==> config.mk <==
export PLATFORM = sky130hd
export DESIGN_NAME = miner_slave_regs_flat
export DESIGN_NICKNAME = d
export VERILOG_FILES = /design/src/rtl/miner_pkg.sv /design/src/rtl/miner_slave_regs_if.sv /design/src/rtl/miner_slave_regs.sv /design/src/flat_wrapper.sv
export SDC_FILE = /design/constraint.sdc
export NUM_CORES = 1
export LEC_CHECK = 0
export BUFFER_PORTS_ARGS = -buffer_cell sky130_fd_sc_hd__buf_2
export CAP_MARGIN = 20
export CORE_AREA = 5 5 300 302
export CTS_CLUSTER_DIAMETER = 40
export CTS_CLUSTER_SIZE = 20
export DETAILED_ROUTE_END_ITERATION = 10
export DIE_AREA = 0 0 305 307
export SLEW_MARGIN = 20
export SYNTH_ARGS = -nofsm -noshare
export SYNTH_HDL_FRONTEND = slang
export SYNTH_SLANG_ARGS = --single-unit
==> constraint.sdc <==
create_clock -name clk -period 5.6 [get_ports clk]
set_input_delay 0.84 -clock clk [delete_from_list [all_inputs] [get_ports clk]]
set_output_delay 0.84 -clock clk [all_outputs]
set_load 0.01 [all_outputs]
==> src/rtl/miner_pkg.sv <==
// ----------------------------------------------------------------------------
// miner_pkg
//
// Shared constants for the miner slave register file: bus widths, the word
// address map, CONTROL/STATUS bit positions and the assembled target/message
// widths. Also holds small address-classification helpers that are used by
// both the write decoder and the read mux.
// ----------------------------------------------------------------------------
package miner_pkg;

    // Bus geometry
    localparam int ADDR_W = 5;
    localparam int DATA_W = 32;

    // Assembled vector widths
    localparam int TARGET_W = 256;
    localparam int MSG_W    = 408;

    // Target is 8 full words. The message is 12 full words plus a 24-bit
    // tail that lives in the upper bits of the lowest message word.
    localparam int TGT_WORDS = TARGET_W / DATA_W;
    localparam int MSG_LO_W  = 24;
    localparam int MSG_WORDS = (MSG_W - MSG_LO_W) / DATA_W;

    // Word address map
    localparam logic [ADDR_W-1:0] ADDR_CTRL   = 5'd0;
    localparam logic [ADDR_W-1:0] ADDR_STATUS = 5'd1;
    localparam logic [ADDR_W-1:0] ADDR_NONCE  = 5'd2;
    localparam logic [ADDR_W-1:0] ADDR_MSG_LO = 5'd3;
    localparam logic [ADDR_W-1:0] ADDR_MSG_W0 = 5'd4;   // first full message word
    localparam logic [ADDR_W-1:0] ADDR_MSG_HI = 5'd15;
    localparam logic [ADDR_W-1:0] ADDR_TGT_LO = 5'd16;
    localparam logic [ADDR_W-1:0] ADDR_TGT_HI = 5'd23;

    // CONTROL bit positions (write-only actions)
    localparam int CTRL_NEW_TARGET = 0;
    localparam int CTRL_NEW_MSG    = 1;
    localparam int CTRL_CLEAR      = 2;

    // STATUS bit positions
    localparam int STAT_BUSY  = 0;
    localparam int STAT_FOUND = 1;
    localparam int STAT_DONE  = 2;
    localparam int STAT_ERR   = 3;

    // Address falls in the target window (addr 16..23)
    function automatic logic is_tgt_addr(input logic [ADDR_W-1:0] a);
        return (a >= ADDR_TGT_LO) && (a <= ADDR_TGT_HI);
    endfunction

    // Address is one of the full 32-bit message words (addr 4..15)
    function automatic logic is_msg_word_addr(input logic [ADDR_W-1:0] a);
        return (a >= ADDR_MSG_W0) && (a <= ADDR_MSG_HI);
    endfunction

    // Address is anywhere in the message window, including the tail word
    function automatic logic is_msg_addr(input logic [ADDR_W-1:0] a);
        return (a >= ADDR_MSG_LO) && (a <= ADDR_MSG_HI);
    endfunction

endpackage

==> src/rtl/miner_slave_regs_if.sv <==
// ----------------------------------------------------------------------------
// miner_slave_regs_if
//
// Avalon-MM slave bundle between the bus fabric and the miner register file.
//   slaveAddr        word address
//   slaveWriteData   write data
//   slaveWrite       write request
//   slaveRead        read request
//   slaveChipSelect  qualifies slaveWrite / slaveRead
//   slaveReadData    registered read data (driven by the slave)
// Modports: master (fabric side) and slave (register file side).
// ----------------------------------------------------------------------------
interface miner_slave_regs_if;
    import miner_pkg::*;

    logic [ADDR_W-1:0] slaveAddr;
    logic [DATA_W-1:0] slaveWriteData;
    logic              slaveWrite;
    logic              slaveRead;
    logic              slaveChipSelect;
    logic [DATA_W-1:0] slaveReadData;

    modport master (
        output slaveAddr,
        output slaveWriteData,
        output slaveWrite,
        output slaveRead,
        output slaveChipSelect,
        input  slaveReadData
    );

    modport slave (
        input  slaveAddr,
        input  slaveWriteData,
        input  slaveWrite,
        input  slaveRead,
        input  slaveChipSelect,
        output slaveReadData
    );

endinterface

==> src/rtl/miner_slave_regs.sv <==
// ----------------------------------------------------------------------------
// miner_slave_regs
//
// Host-facing register file for the miner core. Host writes assemble a
// 256-bit target and a 408-bit message from 32-bit words; a CONTROL write
// launches them towards the hashing datapath with single-cycle strobes.
// The core's completion (found flag, winning nonce) is captured into sticky
// status and returned on host reads.
//
// Ports
//   clk        system clock, rising edge
//   rst        synchronous active-high reset
//   bus        Avalon-MM slave (miner_slave_regs_if.slave)
//   coreBusy   datapath is hashing; target/message are locked while high
//   coreDone   one-cycle strobe, search finished
//   coreFound  qualifies coreDone: nonce meets target
//   coreNonce  winning nonce, valid with coreDone
//   target     assembled 256-bit target
//   msg        assembled 408-bit message
//   newTarget  one-cycle strobe, target ready
//   newMsg     one-cycle strobe, message ready
// ----------------------------------------------------------------------------
module miner_slave_regs
    import miner_pkg::*;
(
    input  logic                clk,
    input  logic                rst,
    miner_slave_regs_if.slave   bus,
    input  logic                coreBusy,
    input  logic                coreDone,
    input  logic                coreFound,
    input  logic [DATA_W-1:0]   coreNonce,
    output logic [TARGET_W-1:0] target,
    output logic [MSG_W-1:0]    msg,
    output logic                newTarget,
    output logic                newMsg
);

    // ------------------------------------------------------------------
    // Storage
    // ------------------------------------------------------------------
    logic [DATA_W-1:0]   tgt_word_reg [TGT_WORDS];
    logic [DATA_W-1:0]   msg_word_reg [MSG_WORDS];
    logic [MSG_LO_W-1:0] msg_lo_reg;

    logic [DATA_W-1:0]   nonce_reg;
    logic [DATA_W-1:0]   nonce_next;
    logic                found_reg;
    logic                found_next;
    logic                done_reg;
    logic                done_next;
    logic                err_reg;
    logic                err_next;

    logic                new_target_reg;
    logic                new_msg_reg;

    logic [DATA_W-1:0]   rd_data_reg;
    logic [DATA_W-1:0]   rd_data_next;

    // ------------------------------------------------------------------
    // Bus qualification and write decode
    // ------------------------------------------------------------------
    logic wr_en;
    logic rd_en;
    logic wr_ctrl;
    logic data_wr_req;     // host tried to write a target/message word
    logic data_wr_ok;      // ... and the datapath is idle, so it lands
    logic req_target;
    logic req_msg;
    logic req_clear;
    logic start_target;
    logic start_msg;
    logic err_set;

    assign wr_en   = bus.slaveChipSelect && bus.slaveWrite;
    assign rd_en   = bus.slaveChipSelect && bus.slaveRead;
    assign wr_ctrl = wr_en && (bus.slaveAddr == ADDR_CTRL);

    assign data_wr_req = wr_en && (is_tgt_addr(bus.slaveAddr) || is_msg_addr(bus.slaveAddr));
    assign data_wr_ok  = data_wr_req && !coreBusy;

    assign req_target = wr_ctrl && bus.slaveWriteData[CTRL_NEW_TARGET];
    assign req_msg    = wr_ctrl && bus.slaveWriteData[CTRL_NEW_MSG];
    assign req_clear  = wr_ctrl && bus.slaveWriteData[CTRL_CLEAR];

    // Launch requests are refused while the core is hashing so that the
    // datapath never sees its operands change mid-search.
    assign start_target = req_target && !coreBusy;
    assign start_msg    = req_msg    && !coreBusy;

    // Any refused data write or launch request flags an error.
    assign err_set = coreBusy && (data_wr_req || req_target || req_msg);

    // Per-word write enables and packing of the word arrays onto the wide
    // outputs. Word 0 of each array is the least significant word.
    logic [TGT_WORDS-1:0] tgt_we;
    logic [MSG_WORDS-1:0] msg_we;
    logic                 msg_lo_we;

    genvar gi;
    generate
        for (gi = 0; gi < TGT_WORDS; gi++) begin : g_tgt
            assign tgt_we[gi] = data_wr_ok && (bus.slaveAddr == ADDR_TGT_LO + ADDR_W'(gi));
            assign target[gi*DATA_W +: DATA_W] = tgt_word_reg[gi];
        end
        for (gi = 0; gi < MSG_WORDS; gi++) begin : g_msg
            assign msg_we[gi] = data_wr_ok && (bus.slaveAddr == ADDR_MSG_W0 + ADDR_W'(gi));
            assign msg[MSG_LO_W + gi*DATA_W +: DATA_W] = msg_word_reg[gi];
        end
    endgenerate

    // The lowest message address carries only 24 message bits in its upper
    // part; the low byte of that bus word is discarded.
    assign msg_lo_we = data_wr_ok && (bus.slaveAddr == ADDR_MSG_LO);
    assign msg[MSG_LO_W-1:0] = msg_lo_reg;

    always_ff @(posedge clk) begin
        if (rst) begin
            for (int i = 0; i < TGT_WORDS; i++) begin
                tgt_word_reg[i] <= '0;
            end
            for (int i = 0; i < MSG_WORDS; i++) begin
                msg_word_reg[i] <= '0;
            end
            msg_lo_reg <= '0;
        end else begin
            for (int i = 0; i < TGT_WORDS; i++) begin
                if (tgt_we[i]) begin
                    tgt_word_reg[i] <= bus.slaveWriteData;
                end
            end
            for (int i = 0; i < MSG_WORDS; i++) begin
                if (msg_we[i]) begin
                    msg_word_reg[i] <= bus.slaveWriteData;
                end
            end
            if (msg_lo_we) begin
                msg_lo_reg <= bus.slaveWriteData[DATA_W-1 -: MSG_LO_W];
            end
        end
    end

    // ------------------------------------------------------------------
    // Sticky status and nonce capture
    // ------------------------------------------------------------------
    // Clears are applied first and sets last, so a completion or an error
    // arriving in the same cycle as a clear is never lost.
    always_comb begin
        found_next = found_reg;
        done_next  = done_reg;
        err_next   = err_reg;
        nonce_next = nonce_reg;

        if (req_clear || start_msg) begin
            found_next = 1'b0;
            done_next  = 1'b0;
        end
        if (req_clear) begin
            err_next = 1'b0;
        end

        if (err_set) begin
            err_next = 1'b1;
        end
        if (coreDone) begin
            done_next = 1'b1;
            if (coreFound) begin
                found_next = 1'b1;
                nonce_next = coreNonce;
            end
        end
    end

    // ------------------------------------------------------------------
    // Read mux (registered, one cycle latency; holds when not reading)
    // ------------------------------------------------------------------
    logic [3:0] msg_idx;
    assign msg_idx = bus.slaveAddr[3:0] - ADDR_MSG_W0[3:0];

    always_comb begin
        rd_data_next = '0;
        if (is_tgt_addr(bus.slaveAddr)) begin
            // Target window is 16..23, so the low three bits index the word.
            rd_data_next = tgt_word_reg[bus.slaveAddr[2:0]];
        end else if (is_msg_word_addr(bus.slaveAddr)) begin
            rd_data_next = msg_word_reg[msg_idx];
        end else begin
            case (bus.slaveAddr)
                ADDR_MSG_LO: rd_data_next = {msg_lo_reg, {(DATA_W-MSG_LO_W){1'b0}}};
                ADDR_STATUS: begin
                    rd_data_next[STAT_BUSY]  = coreBusy;
                    rd_data_next[STAT_FOUND] = found_reg;
                    rd_data_next[STAT_DONE]  = done_reg;
                    rd_data_next[STAT_ERR]   = err_reg;
                end
                ADDR_NONCE:  rd_data_next = nonce_reg;
                default:     rd_data_next = '0;   // CONTROL and unmapped
            endcase
        end
    end

    // ------------------------------------------------------------------
    // Control/status registers
    // ------------------------------------------------------------------
    always_ff @(posedge clk) begin
        if (rst) begin
            found_reg      <= 1'b0;
            done_reg       <= 1'b0;
            err_reg        <= 1'b0;
            nonce_reg      <= '0;
            new_target_reg <= 1'b0;
            new_msg_reg    <= 1'b0;
            rd_data_reg    <= '0;
        end else begin
            found_reg      <= found_next;
            done_reg       <= done_next;
            err_reg        <= err_next;
            nonce_reg      <= nonce_next;
            // Strobes are the registered launch decisions, so they are high
            // for exactly the one cycle after the CONTROL write.
            new_target_reg <= start_target;
            new_msg_reg    <= start_msg;
            if (rd_en) begin
                rd_data_reg <= rd_data_next;
            end
        end
    end

    assign newTarget         = new_target_reg;
    assign newMsg            = new_msg_reg;
    assign bus.slaveReadData = rd_data_reg;

endmodule

==> src/flat_wrapper.sv <==
// flat-port wrapper written by rule: the top's interface ports become plain ports
module miner_slave_regs_flat import miner_pkg::*;
  (clk, rst, coreBusy, coreDone, coreFound, coreNonce, target, msg, newTarget, newMsg, bus_slaveAddr, bus_slaveWriteData, bus_slaveWrite, bus_slaveRead, bus_slaveChipSelect, bus_slaveReadData);
  miner_slave_regs_if bus_i ();
  input  logic clk;
  input  logic rst;
  input  logic coreBusy;
  input  logic coreDone;
  input  logic coreFound;
  input  logic [DATA_W-1:0] coreNonce;
  output logic [TARGET_W-1:0] target;
  output logic [MSG_W-1:0] msg;
  output logic newTarget;
  output logic newMsg;
  input wire logic [$bits(bus_i.slaveAddr)-1:0] bus_slaveAddr;
  input wire logic [$bits(bus_i.slaveWriteData)-1:0] bus_slaveWriteData;
  input wire logic [$bits(bus_i.slaveWrite)-1:0] bus_slaveWrite;
  input wire logic [$bits(bus_i.slaveRead)-1:0] bus_slaveRead;
  input wire logic [$bits(bus_i.slaveChipSelect)-1:0] bus_slaveChipSelect;
  output wire logic [$bits(bus_i.slaveReadData)-1:0] bus_slaveReadData;
  assign bus_i.slaveAddr = bus_slaveAddr;
  assign bus_i.slaveWriteData = bus_slaveWriteData;
  assign bus_i.slaveWrite = bus_slaveWrite;
  assign bus_i.slaveRead = bus_slaveRead;
  assign bus_i.slaveChipSelect = bus_slaveChipSelect;
  assign bus_slaveReadData = bus_i.slaveReadData;
  miner_slave_regs u_core (.clk(clk), .rst(rst), .bus(bus_i), .coreBusy(coreBusy), .coreDone(coreDone), .coreFound(coreFound), .coreNonce(coreNonce), .target(target), .msg(msg), .newTarget(newTarget), .newMsg(newMsg));
endmodule
==> PnR_summary.wiki <==
{| class="wikitable"
! Metric !! Value
|-
| Wire length of the first global-routing pass || 195000 um
|-
| Leakage power summed over all cells || ~16 nW
|-
| Part of the power in combinational logic || between 10% and 20%
|-
| Fraction of final layout cells sized beyond drive strength 1 || a little over a third
|-
| Worst IR drop on VDD || 0.252 mV
|-
| Max-slew violation count || 0
|-
| Global-route met3 utilization || ~7.8%
|-
| Combined global-route utilization of all metal layers || between 20% and 30%
|-
| Fraction of power spent switching nets || 27.4%
|-
| Initial Utilization || between 30% and 40%
|-
| Number of nets with antenna violations after detailed routing || 0
|-
| Critical path cell sequence || buf_2 > ha_1 > nand3_1 > a2111oi_4 > or3b_2 > buf_4 > nand2_2
|-
| Syn Std Cell Area || ~0.032 mm^2
|-
| Crit path launch type || input pin
|-
| Final min period || ~3.9 ns
|-
| Internal power component || ~11 mW
|-
| Avg Vias per Cell || about 5.6
|-
| Power Dens Cells || roughly 380 mW/mm^2
|-
| Met2 capacity usage during global routing || between 40% and 50%
|-
| Flop pwr share || 41.9%
|-
| TritonCTS buffer count || around 120
|-
| Die Width || between 300 and 400 um
|-
| Die span in y || 307 um
|-
| GRT Residual Overflow || 0
|-
| Total via count in the routed design || about 26k
|-
| Worst slew slack as a fraction of its limit || between 10% and 20%
|-
| Cell at the root of the clock tree || clkbuf_16
|-
| Clock share of power || between 40 and 50%
|-
| Maximum frequency from static timing analysis || roughly 260 MHz
|-
| Mapped Nets || ~2.6k
|-
| Final cycle utilization of the critical path || a little over two thirds
|-
| Worst-margin pin slew || 1.20 ns
|-
| Area growth from synthesis to final layout || 29.0%
|-
| Slowest CP cell || nand2_2
|-
| Routability congestion estimate || 0.920
|-
| Aggregate negative setup slack || 0 ns
|-
| Worst clock skew || about 0.022 ns
|-
| IO Port Bufs || around 770
|-
| Remaining DRCs || 0
|-
| Run status || finished, final reports clean
|-
| Final Worst Setup Slack || 1.71 ns
|-
| Net switching power of the design || approximately 4.3 mW
|-
| Post-synth top flop || edfxtp_1
|-
| Initial DRT Pass Iterations || 7
|-
| Fraction of synthesis flops using an asynchronous set or reset pin || 0%
|-
| Hold Fails Final Rpt || 0
|-
| Iter 0 DRT Violations || 3438
|-
| Startpoint of the worst hold path || coreNonce[9]
|-
| Number of placed instances, taps included || 4319
|-
| WS Path Type || input pin to register
|-
| Clock transition at the register clock pins on the worst setup and hold paths after CTS || around 0.06 ns
|-
| Hold Buf Count CTS || 0
|-
| Buffer count from post-CTS setup fixing || 0
|-
| TritonCTS clock tree || yes
|-
| Highest cell delay on the worst timing path || 0.72 ns
|-
| Total Nets Final || 3356
|-
| Flop and latch count out of synthesis || 733
|-
| Distinct cells, synth || between 50 and 60
|-
| Source of the worst register-to-register timing path || u_core.msg_word_reg[6][1]
|-
| Worst skew pair latency || ~0.68 ns
|-
| Unrepaired setup endpoints after global routing || false
|-
| Hold Crit Class || input pin to register
|-
| Final setup vio count || 0
|-
| Fraction of the yosys area taken by sequential cells || between 60% and 70%
|-
| Number of max-cap violations || 0
|-
| Min-Delay Endpoint || u_core.nonce_reg[9]
|-
| Number of enable flip-flop cells after synthesis || 640
|-
| # H-tree levels || 3
|-
| Largest net degree at the start of global routing || 109
|-
| Reg2reg end || u_core.bus.slaveReadData[1]
|-
| Core Rows || ~110
|-
| Routed length per instance || between 30 and 40 um
|-
| Sort of element at the end of the critical path || register
|-
| Number of stages on the worst hold path || 3
|-
| Post-place setup slack || between 1 and 1.5 ns
|-
| Max clock buf depth || 3
|-
| Die area || between 0.09 and 0.1 mm^2
|-
| Antenna violations before repair || 14
|-
| Number of cells upsized or downsized after cts || 0
|-
| Core area || slightly below 0.09 mm^2
|-
| Number of standard cells after synthesis || approximately 2.5k
|-
| Total I/O pin count || slightly below 800
|-
| Synth warnings || 0
|-
| Average cell area after synthesis || approximately 12 um^2
|-
| Cell Count, Final, Fillers Out || around 4.5k
|-
| Endpoint arrival time on the critical path || between 4 and 5 ns
|-
| Grt peak-use layer || met2
|-
| Worst hold margin || about 0.40 ns
|-
| Maximum fanout count along the critical path || 33
|-
| GR Layer Usage met1 || just under 40%
|-
| Largest register FFs || ~380
|-
| Worst-case register-to-register setup slack || around 3.5 ns
|-
| Reg2reg path depth || 4
|-
| HPWL after detailed placement || between 100000 and 150000 um
|-
| Final routed wirelength across all metal layers || 144000 um
|-
| Number of global-route vias before repair || 24.3k
|-
| Critical path required time || roughly 5.9 ns
|-
| Clock sinks || between 700 and 800
|}
## cell usage after synthesis (3+ instances only)
| cell type | instances | area share (%) |
|---|---|---|
| ha_1 | 4 | 0.16 |
| mux2i_1 | 273 | 8.6 |
| mux4_2 | 11 | 0.78 |
| nor3b_2 | 3 | 0.12 |
| a21o_1 | 4 | 0.095 |
| a311oi_1 | 3 | 0.083 |
| nand3_1 | 37 | 0.59 |
| a211oi_1 | 4 | 0.095 |
| or3_1 | 4 | 0.079 |
| buf_1 | 10 | 0.12 |
| a31oi_1 | 19 | 0.38 |
| nor2_1 | 507 | 6.0 |
| a31o_2 | 3 | 0.083 |
| o21ai_0 | 44 | 0.70 |
| edfxtp_1 | 640 | 61 |
| dfxtp_1 | 93 | 5.9 |
| nand2b_1 | 4 | 0.079 |
| a21oi_1 | 76 | 1.2 |
| clkbuf_1 | 140 | 1.7 |
| a211o_1 | 23 | 0.64 |
| a22oi_1 | 120 | 2.9 |
| nor2b_1 | 5 | 0.099 |
| mux2_2 | 23 | 0.82 |
| buf_6 | 10 | 0.36 |
| o211ai_1 | 7 | 0.17 |
| o21a_1 | 4 | 0.095 |
| nor2_2 | 59 | 1.2 |
| nand2_1 | 192 | 2.3 |
| a221oi_1 | 4 | 0.11 |
| inv_1 | 37 | 0.44 |
| and2_1 | 4 | 0.079 |
| buf_2 | 39 | 0.62 |
| buf_4 | 10 | 0.24 |
| nor3_1 | 38 | 0.60 |
| nor4_1 | 33 | 0.65 |
| o22ai_1 | 21 | 0.42 |
## placed cells by master (no fill, tap or decap), drive strengths merged, types with 4 or more instances in the layout
master / n
buf: 830
edfxtp: 640
nor2: 566
mux2i: 273
nand2: 192
clkbuf: 125
a22oi: 120
dfxtp: 93
a21oi: 76
inv: 68
o21ai: 44
clkinv: 42
nor3: 39
nand3: 37
nor4: 33
mux2: 23
a211o: 23
o22ai: 21
a31oi: 19
clkinvlp: 14
bufinv: 13
mux4: 11
o211ai: 7
a211oi: 5
nor2b: 5
and2: 5
diode: 4
nand2b: 4
or3: 4
o21a: 4
a221oi: 4
a21o: 4
ha: 4
## cells by family (layout without fill, tap and decap cells)
logic type	after synthesis	after routing	synth area share (%)
adder cells (fa/ha/maj)	4	4	0.158
flip-flops	733	733	66.7
multiplexers	307	307	10.3
other	0	4	0
AND/OR/NAND/NOR	897	897	12.1
AO/OA/AOI/OAI	345	345	7.35
buffers and inverters	248	1092	3.46
## critical path: cells and delay by family
kind	cells	cell delay (ns)
AND/OR/NAND/NOR	3	1.48
AO/OA/AOI/OAI	1	0.60
buffers and inverters	2	0.75
adder cells (fa/ha/maj)	1	0.44
## cell type report
type,instances,area [um^2]
multi-input cells,1553,9600
diodes,4,10.0
clock buffers,125,2990
inverters,39,146
repair buffers,830,4360
clock inverters,98,1120
fillers,8050,46700
flip-flops and latches,733,21100
well taps,1165,1460
## how the worst max path moves through the flow
| stage | endpoint | cells past startpoint | slack [ns] | startpoint |
|---|---|---|---|---|
| after floorplan | u_core.tgt_word_reg[7][0] | 4 | 0.45 | bus_slaveAddr[3] |
| after global placement | u_core.tgt_word_reg[2][17] | 7 | 1.19 | bus_slaveAddr[2] |
| after detailed placement | u_core.tgt_word_reg[2][17] | 7 | 1.08 | bus_slaveAddr[2] |
| after CTS | u_core.tgt_word_reg[2][16] | 7 | 1.80 | bus_slaveAddr[2] |
| after global routing | u_core.tgt_word_reg[2][20] | 7 | 1.61 | bus_slaveAddr[2] |
| final | u_core.tgt_word_reg[2][16] | 7 | 1.71 | bus_slaveAddr[2] |
## power by group through the flow
stage	Sequential (mW)	Clock, mW	Combinational (mW)
2_1_floorplan	6.66	0	0.597
3_3_place_gp	6.64	0	1.54
3_5_place_dp	6.64	0	1.54
4_1_cts	6.53	7.56	1.55
5_1_grt	6.55	7.80	1.63
6_report	6.54	7.50	1.56
## metal layers
metal / vias to the layer above / share of wire, %
met5: - / 0.059
met4: 6 / 3.6
li1: 10800 / -
met3: 274 / 11
met2: 1706 / 46
met1: 12900 / 40
## stage by stage
stage | util, % | total power [mW] | area (um^2)
CTS | 46.6 | 15.6 | 40700
detailed placement | 41.9 | 8.18 | 36600
floorplan | - | 7.26 | 31600
finish | 46.6 | 15.6 | 40800
global route | 46.6 | 16.0 | 40800
global placement | 41.9 | 8.18 | 36600
(Power assumes the default switching activity.)
